===== config.mk =====
export PLATFORM = sky130hd
export DESIGN_NAME = slowio_uart
export DESIGN_NICKNAME = d
export VERILOG_FILES = /design/src/rtl/slowio_uart.sv
export SDC_FILE = /design/constraint.sdc
export NUM_CORES = 1
export LEC_CHECK = 0
export CAP_MARGIN = 0
export CORE_UTILIZATION = 58
export DETAILED_ROUTE_END_ITERATION = 12
export PLACE_DENSITY = 0.89
export REMOVE_ABC_BUFFERS = 1
export SLEW_MARGIN = 20
export SYNTH_ARGS = -nofsm -noshare
export SYNTH_HDL_FRONTEND = slang
export SYNTH_SLANG_ARGS = --single-unit

===== constraint.sdc =====
create_clock -name clock -period 3 [get_ports clock]
set_input_delay 0.6 -clock clock [delete_from_list [all_inputs] [get_ports clock]]
set_output_delay 0.6 -clock clock [all_outputs]
set_load 0.05 [all_outputs]

===== src/rtl/slowio_uart.sv =====
// 8N1 UART for the device end of the slow-IO toggle link. Optional flow control: SLOWIO_UART_FLOW_CTRL_EN.
// Latency: TX frame is 10*BAUD_DIV+1 cycles from accept; RX delivers 2+BAUD_DIV/2+9*BAUD_DIV cycles after start edge.
// Backpressure: TX request toggle waits while busy (or cts_n high); RX drops bytes when try_stop_reading is set.
module slowio_uart #(
    parameter int BAUD_DIV  = 434,
    parameter int DIV_WIDTH = 16
) (
    input  logic       clock,
    input  logic       reset,
    input  logic [7:0] data_write,
    input  logic       write_odd_request,
    output logic       write_odd,
    output logic [7:0] data_read,
    output logic       read_odd,
    input  logic       try_stop_reading,
    input  logic       rx,
    output logic       tx,
    output logic       rts_n,
    input  logic       cts_n,
    output logic       rx_overrun,
    output logic       rx_frame_error
);
    localparam logic [DIV_WIDTH-1:0] BIT_LAST  = DIV_WIDTH'(BAUD_DIV - 1);
    localparam logic [DIV_WIDTH-1:0] HALF_LAST = DIV_WIDTH'(BAUD_DIV / 2 - 1);

    typedef enum logic [1:0] {IDLE, START, DATA, STOP} uart_state_t;

    logic send_open;
    logic rts_q;
`ifdef SLOWIO_UART_FLOW_CTRL_EN
    logic cts_meta, cts_s;
    always_ff @(posedge clock) begin
        if (reset) begin
            cts_meta <= 1'b1;
            cts_s    <= 1'b1;
            rts_q    <= 1'b1;
        end else begin
            cts_meta <= cts_n;
            cts_s    <= cts_meta;
            rts_q    <= try_stop_reading;
        end
    end
    assign send_open = ~cts_s;
`else
    logic unused_cts_n;
    assign unused_cts_n = cts_n;
    always_ff @(posedge clock) begin
        rts_q <= reset;
    end
    assign send_open = 1'b1;
`endif
    assign rts_n = rts_q;

    // ---------------- transmitter ----------------
    uart_state_t          tx_state, tx_state_nxt;
    logic [DIV_WIDTH-1:0] tx_cnt, tx_cnt_nxt;
    logic [2:0]           tx_bit, tx_bit_nxt;
    logic [7:0]           tx_shift, tx_shift_nxt;
    logic                 tx_q, tx_nxt, wodd_q, wodd_nxt;

    always_ff @(posedge clock) begin
        if (reset) begin
            tx_state <= IDLE;
            tx_cnt   <= '0;
            tx_bit   <= '0;
            tx_shift <= '0;
            tx_q     <= 1'b1;
            wodd_q   <= 1'b0;
        end else begin
            tx_state <= tx_state_nxt;
            tx_cnt   <= tx_cnt_nxt;
            tx_bit   <= tx_bit_nxt;
            tx_shift <= tx_shift_nxt;
            tx_q     <= tx_nxt;
            wodd_q   <= wodd_nxt;
        end
    end

    always_comb begin
        tx_state_nxt = tx_state;
        tx_cnt_nxt   = tx_cnt;
        tx_bit_nxt   = tx_bit;
        tx_shift_nxt = tx_shift;
        tx_nxt       = tx_q;
        wodd_nxt     = wodd_q;
        case (tx_state)
            IDLE: begin
                if ((write_odd_request != wodd_q) && send_open) begin
                    tx_shift_nxt = data_write;
                    wodd_nxt     = write_odd_request;
                    tx_cnt_nxt   = BIT_LAST;
                    tx_nxt       = 1'b0;
                    tx_state_nxt = START;
                end
            end
            START: begin
                if (tx_cnt == '0) begin
                    tx_state_nxt = DATA;
                    tx_cnt_nxt   = BIT_LAST;
                    tx_bit_nxt   = 3'd0;
                    tx_nxt       = tx_shift[0];
                    tx_shift_nxt = {1'b0, tx_shift[7:1]};
                end else begin
                    tx_cnt_nxt = tx_cnt - 1'b1;
                end
            end
            DATA: begin
                if (tx_cnt == '0) begin
                    tx_cnt_nxt = BIT_LAST;
                    if (tx_bit == 3'd7) begin
                        tx_state_nxt = STOP;
                        tx_nxt       = 1'b1;
                    end else begin
                        tx_bit_nxt   = tx_bit + 3'd1;
                        tx_nxt       = tx_shift[0];
                        tx_shift_nxt = {1'b0, tx_shift[7:1]};
                    end
                end else begin
                    tx_cnt_nxt = tx_cnt - 1'b1;
                end
            end
            STOP: begin
                if (tx_cnt == '0) tx_state_nxt = IDLE;
                else              tx_cnt_nxt   = tx_cnt - 1'b1;
            end
            default: tx_state_nxt = IDLE;
        endcase
    end

    assign tx        = tx_q;
    assign write_odd = wodd_q;

    // ---------------- receiver ----------------
    logic                 rx_meta, rx_s, rx_s_d;
    uart_state_t          rx_state, rx_state_nxt;
    logic [DIV_WIDTH-1:0] rx_cnt, rx_cnt_nxt;
    logic [2:0]           rx_bit, rx_bit_nxt;
    logic [7:0]           rx_shift, rx_shift_nxt;
    logic [7:0]           rdat_q, rdat_nxt;
    logic                 rodd_q, rodd_nxt, ovr_q, ovr_nxt, fe_q, fe_nxt;

    always_ff @(posedge clock) begin
        if (reset) begin
            rx_meta  <= 1'b1;
            rx_s     <= 1'b1;
            rx_s_d   <= 1'b1;
            rx_state <= IDLE;
            rx_cnt   <= '0;
            rx_bit   <= '0;
            rx_shift <= '0;
            rdat_q   <= '0;
            rodd_q   <= 1'b0;
            ovr_q    <= 1'b0;
            fe_q     <= 1'b0;
        end else begin
            rx_meta  <= rx;
            rx_s     <= rx_meta;
            rx_s_d   <= rx_s;
            rx_state <= rx_state_nxt;
            rx_cnt   <= rx_cnt_nxt;
            rx_bit   <= rx_bit_nxt;
            rx_shift <= rx_shift_nxt;
            rdat_q   <= rdat_nxt;
            rodd_q   <= rodd_nxt;
            ovr_q    <= ovr_nxt;
            fe_q     <= fe_nxt;
        end
    end

    always_comb begin
        rx_state_nxt = rx_state;
        rx_cnt_nxt   = rx_cnt;
        rx_bit_nxt   = rx_bit;
        rx_shift_nxt = rx_shift;
        rdat_nxt     = rdat_q;
        rodd_nxt     = rodd_q;
        ovr_nxt      = 1'b0;
        fe_nxt       = 1'b0;
        case (rx_state)
            IDLE: begin
                // The edge is seen one cycle after rx_s falls, so the half-bit wait is shortened by one.
                if (rx_s_d && !rx_s) begin
                    rx_state_nxt = START;
                    rx_cnt_nxt   = HALF_LAST;
                end
            end
            START: begin
                if (rx_cnt == '0) begin
                    rx_state_nxt = rx_s ? IDLE : DATA;
                    rx_cnt_nxt   = BIT_LAST;
                    rx_bit_nxt   = 3'd0;
                end else begin
                    rx_cnt_nxt = rx_cnt - 1'b1;
                end
            end
            DATA: begin
                if (rx_cnt == '0) begin
                    rx_shift_nxt = {rx_s, rx_shift[7:1]};
                    rx_cnt_nxt   = BIT_LAST;
                    if (rx_bit == 3'd7) rx_state_nxt = STOP;
                    else                rx_bit_nxt   = rx_bit + 3'd1;
                end else begin
                    rx_cnt_nxt = rx_cnt - 1'b1;
                end
            end
            STOP: begin
                if (rx_cnt == '0) begin
                    rx_state_nxt = IDLE;
                    if (!rx_s) begin
                        fe_nxt = 1'b1;
                    end else if (try_stop_reading) begin
                        ovr_nxt = 1'b1;
                    end else begin
                        rdat_nxt = rx_shift;
                        rodd_nxt = ~rodd_q;
                    end
                end else begin
                    rx_cnt_nxt = rx_cnt - 1'b1;
                end
            end
            default: rx_state_nxt = IDLE;
        endcase
    end

    assign data_read      = rdat_q;
    assign read_odd       = rodd_q;
    assign rx_overrun     = ovr_q;
    assign rx_frame_error = fe_q;
endmodule

==> run summary <==
The minimum setup slack among reg-to-reg paths is about 260 ps. TritonCTS built the clock tree. The synthesized area divided by synthesized cell count is approximately 9 µm². The async set-or-reset flop fraction in the synthesized netlist is 0%. The worst setup path is launched from a register.

The half-perimeter wire length after placement is 5830 µm. The die boundary height is approximately 83 µm. The total power is ~4200 µW. Entering global routing, the biggest net connects 60 pins. Yosys attributes the largest share of cell area to sky130_fd_sc_hd__dfxtp_1 39%, sky130_fd_sc_hd__mux2i_1 6.3%, sky130_fd_sc_hd__nor2_1 5.5%. The number of top-level pins is 28. The first global-routing pass estimated about 15000 µm of wire.

The cell sitting at the root of the clock tree is a sky130_fd_sc_hd__clkbuf_8. For this run, design rule violations remaining after detail routing come to 0. The slew at the pin closest to its max-slew limit came out at approximately 840 ps. The number of global-route vias before repair was 3294. Buffers placed on the I/O ports in this run total 26. In this run the static leakage power is approximately 0.0017 µW. The maximum number of buffers from clock root to sink is 2. The final weighted congestion in routability-driven placement is ~0.9. In this run, post-CTS hold repair placed 0 buffers.

Setup repair after global routing left no endpoint under its margin. The combinational power share came out at just under 50%. After clock tree synthesis, the clock-pin slew on the worst setup and hold paths is ~90 ps.

The average detailed-routed wire length per instance came out at approximately 16 µm. The signal arrival time at the worst endpoint came out at around 3000 ps. The violation count after the first detailed-routing iteration is between 300 and 400.

The number of antenna violations at the first check in global routing is 0. The number of clock sinks came out at 75. The data required time of the critical path is 3230 ps. The largest total area in the synthesized netlist belongs to sky130_fd_sc_hd__dfxtp_1. The worst hold path class is reg -> reg. The total congestion overflow after global routing came out at 0. The number of maximum-capacitance constraint violations came out at 0. The area added between synthesis and finish came out at 14.5%. IR analysis of the VDD net gives a maximum drop of between 0.6 and 0.7 mV. The cell-internal power came out at about 2400 µW. The commonest cells after synthesis are 75 x sky130_fd_sc_hd__dfxtp_1, 56 x sky130_fd_sc_hd__nor2_1, 36 x sky130_fd_sc_hd__a21oi_1. In this run switching power makes up between 40% and 50% of total power. The share of synthesized area in the top cell type comes to between 30% and 40%.

The cell area after placement came out at ~4200 µm². The sequential cell area fraction in the yosys report came out at slightly below 40%. The sequential share of power came out at a little under a third. The worst setup path is of the reg -> reg kind. The per-cell via count in the routed design came out at 6.33.

The worst slew margin relative to its limit came out at approximately 44%. 0 antenna diodes ended up in the layout. The final count of pins violating max slew came out at 0. The count of vias placed by the detailed router is 3470. The run finished with clean final reports. The final critical path time including I/O delays and setup came out at roughly 2700 ps. The number of instances in the synthesized netlist is 438. The post-cts sizing count came out at 0. In this run the power density over the cells is 953 nW/µm². Buffers added to address setup during post-CTS repair amount to 0. The period utilization is a little over 90%. The final clock skew is 8.25 ps. In the post-synthesis netlist, the cell with the most instances is sky130_fd_sc_hd__dfxtp_1. The fraction of power consumed by the clock network is between 10% and 20%.

After the last flow step, the layout net total stands at around 500. The count of TritonRoute iterations in the first routing pass is 5. The placeable core area is about 6400 µm². The final setup violation count came out at 0. The clock buffer count from CTS came out at 9. Of all nets on the critical path, the largest fanout is 9.

The most used flip-flop cell after synthesis is sky130_fd_sc_hd__dfxtp_1. The routed design has slightly below 9000 µm of wire. The total negative slack came out at 0 ps. The die covers slightly below 7000 µm².

The analysis attributes to net switching a power of approximately 1800 µW. The number of antenna-violating nets in the routed design came out at 0. The H-tree was split into 3 levels. The starting density of the core is 60.1%. The global routing usage summed across all routing layers is 26.1%. The insertion delay to the later sink of the worst-skew pair is 360 ps.

The final design area excluding fillers came out at 4400 µm². The worst setup path is captured at a register. The fraction of final layout cells sized beyond drive strength 1 came out at around an eighth. The mapped netlist covers roughly 3800 µm².

The register bit count reported by yosys came out at 75. The number of library cell types mapped by synthesis came out at 60. The number of synthesis warnings is 0. The hold violation total from the final report was 0.

The maximum achievable frequency came out at 365 MHz. The cell row count came out at 29. The x dimension of the die came out at around 83 µm. In this run, synthesis inferred 0 flip-flops with an integrated enable.
-- registers in the layout, summed over array words and instances (netlist names), named ones only --
register	cells
tx_bit	3
rx_cnt	16
tx_cnt	16
rx_meta	1
rts_n	1
rx_overrun	1
rx_s	1
read_odd	1
rx_bit	3
tx_shift	8
tx_state	2
rx_frame_error	1
rx_shift	8
tx	1
rx_state	1
rx_s_d	1
data_read	8
write_odd	1
-- area by class of cell --
class / count / area (µm²)
Multi-Input combinational cell: 330 / 2200
Fill cell: 466 / 1990
Sequential cell: 75 / 1500
Timing Repair Buffer: 36 / 330
Clock buffer: 9 / 124
Tap cell: 77 / 96.3
Clock inverter: 7 / 90.1
Inverter: 14 / 52.6
-- worst max-delay path: stages (launching register included) --
cell and delay, ps:
sky130_fd_sc_hd__dfxtp_1 350, sky130_fd_sc_hd__inv_1 70, sky130_fd_sc_hd__ha_1 220, sky130_fd_sc_hd__or4b_4 530, sky130_fd_sc_hd__or4b_4 600, sky130_fd_sc_hd__nor4b_4 270, sky130_fd_sc_hd__buf_4 240, sky130_fd_sc_hd__mux2i_1 250
sky130_fd_sc_hd__nor2_1 70
-- per-layer routing --
metal / vias to the layer above / global-route usage, % / wire length, µm
met4: 0 / 10.7 / 211
met2: 139 / 44.4 / 4260
met3: 24 / 7.26 / 533
met1: 1634 / 30.9 / 3710
met5: - / 0 / 0
li1: 1673 / - / -
-- worst paths after layout --
check,startpoint,endpoint,cells past startpoint
setup reg to reg,rx_cnt[0]$_SDFFE_PP0P_,data_read[7]$_SDFFE_PP0P_,8
setup / recovery,rx_cnt[0]$_SDFFE_PP0P_,data_read[7]$_SDFFE_PP0P_,8
hold / removal,rx_meta$_SDFF_PP1_,rx_s$_SDFF_PP1_,1
hold reg to reg,rx_meta$_SDFF_PP1_,rx_s$_SDFF_PP1_,1
-- power by group through the flow --
stage	combinational, µW	sequential, µW	clock [µW]
finish	2020	1340	835
global route	2210	1360	894
CTS	1980	1330	845
detailed placement	1960	1350	0
global placement	1890	1340	0
floorplan	1450	1340	0
-- logic make-up (layout without fill, tap and decap cells) --
group           Yosys count  in the layout  share of synthesized area (%)
compound gates          122            122                           20.2
xor+xnor                  8              8                           1.82
fa+ha+maj                15             15                           4.89
buf+inv                  33             66                           3.52
flops                    75             75                           39.1
mux                      26             26                           6.84
simple gates            159            159                           23.6
-- cell usage in the layout, fill, tap and decap left out, drive strengths merged, types with 8 or more instances in the layout --
cell	count
ha	15
dfxtp	75
nand3	10
a211oi	17
buf	11
nand2	17
a31oi	8
nor2	56
clkdlybuf4s50	25
inv	19
or3	12
o21ai	30
mux2i	24
or2	9
clkbuf	9
nor3	15
a21oi	36
-- metrics by stage --
| step | utilization [%] | worst slack (ps) | hold WS (ps) | cells |
|---|---|---|---|---|
| 2_1_floorplan | - | 360 | 389 | 419 |
| 3_3_place_gp | 65.5 | 426 | 399 | 532 |
| 3_5_place_dp | 65.5 | 336 | 399 | 532 |
| 4_1_cts | 68.9 | 278 | 425 | 548 |
| 5_1_grt | 68.9 | 145 | 446 | 548 |
| 6_report | 68.9 | 262 | 424 | 548 |
Note: power is estimated with default switching activity, not from simulation.
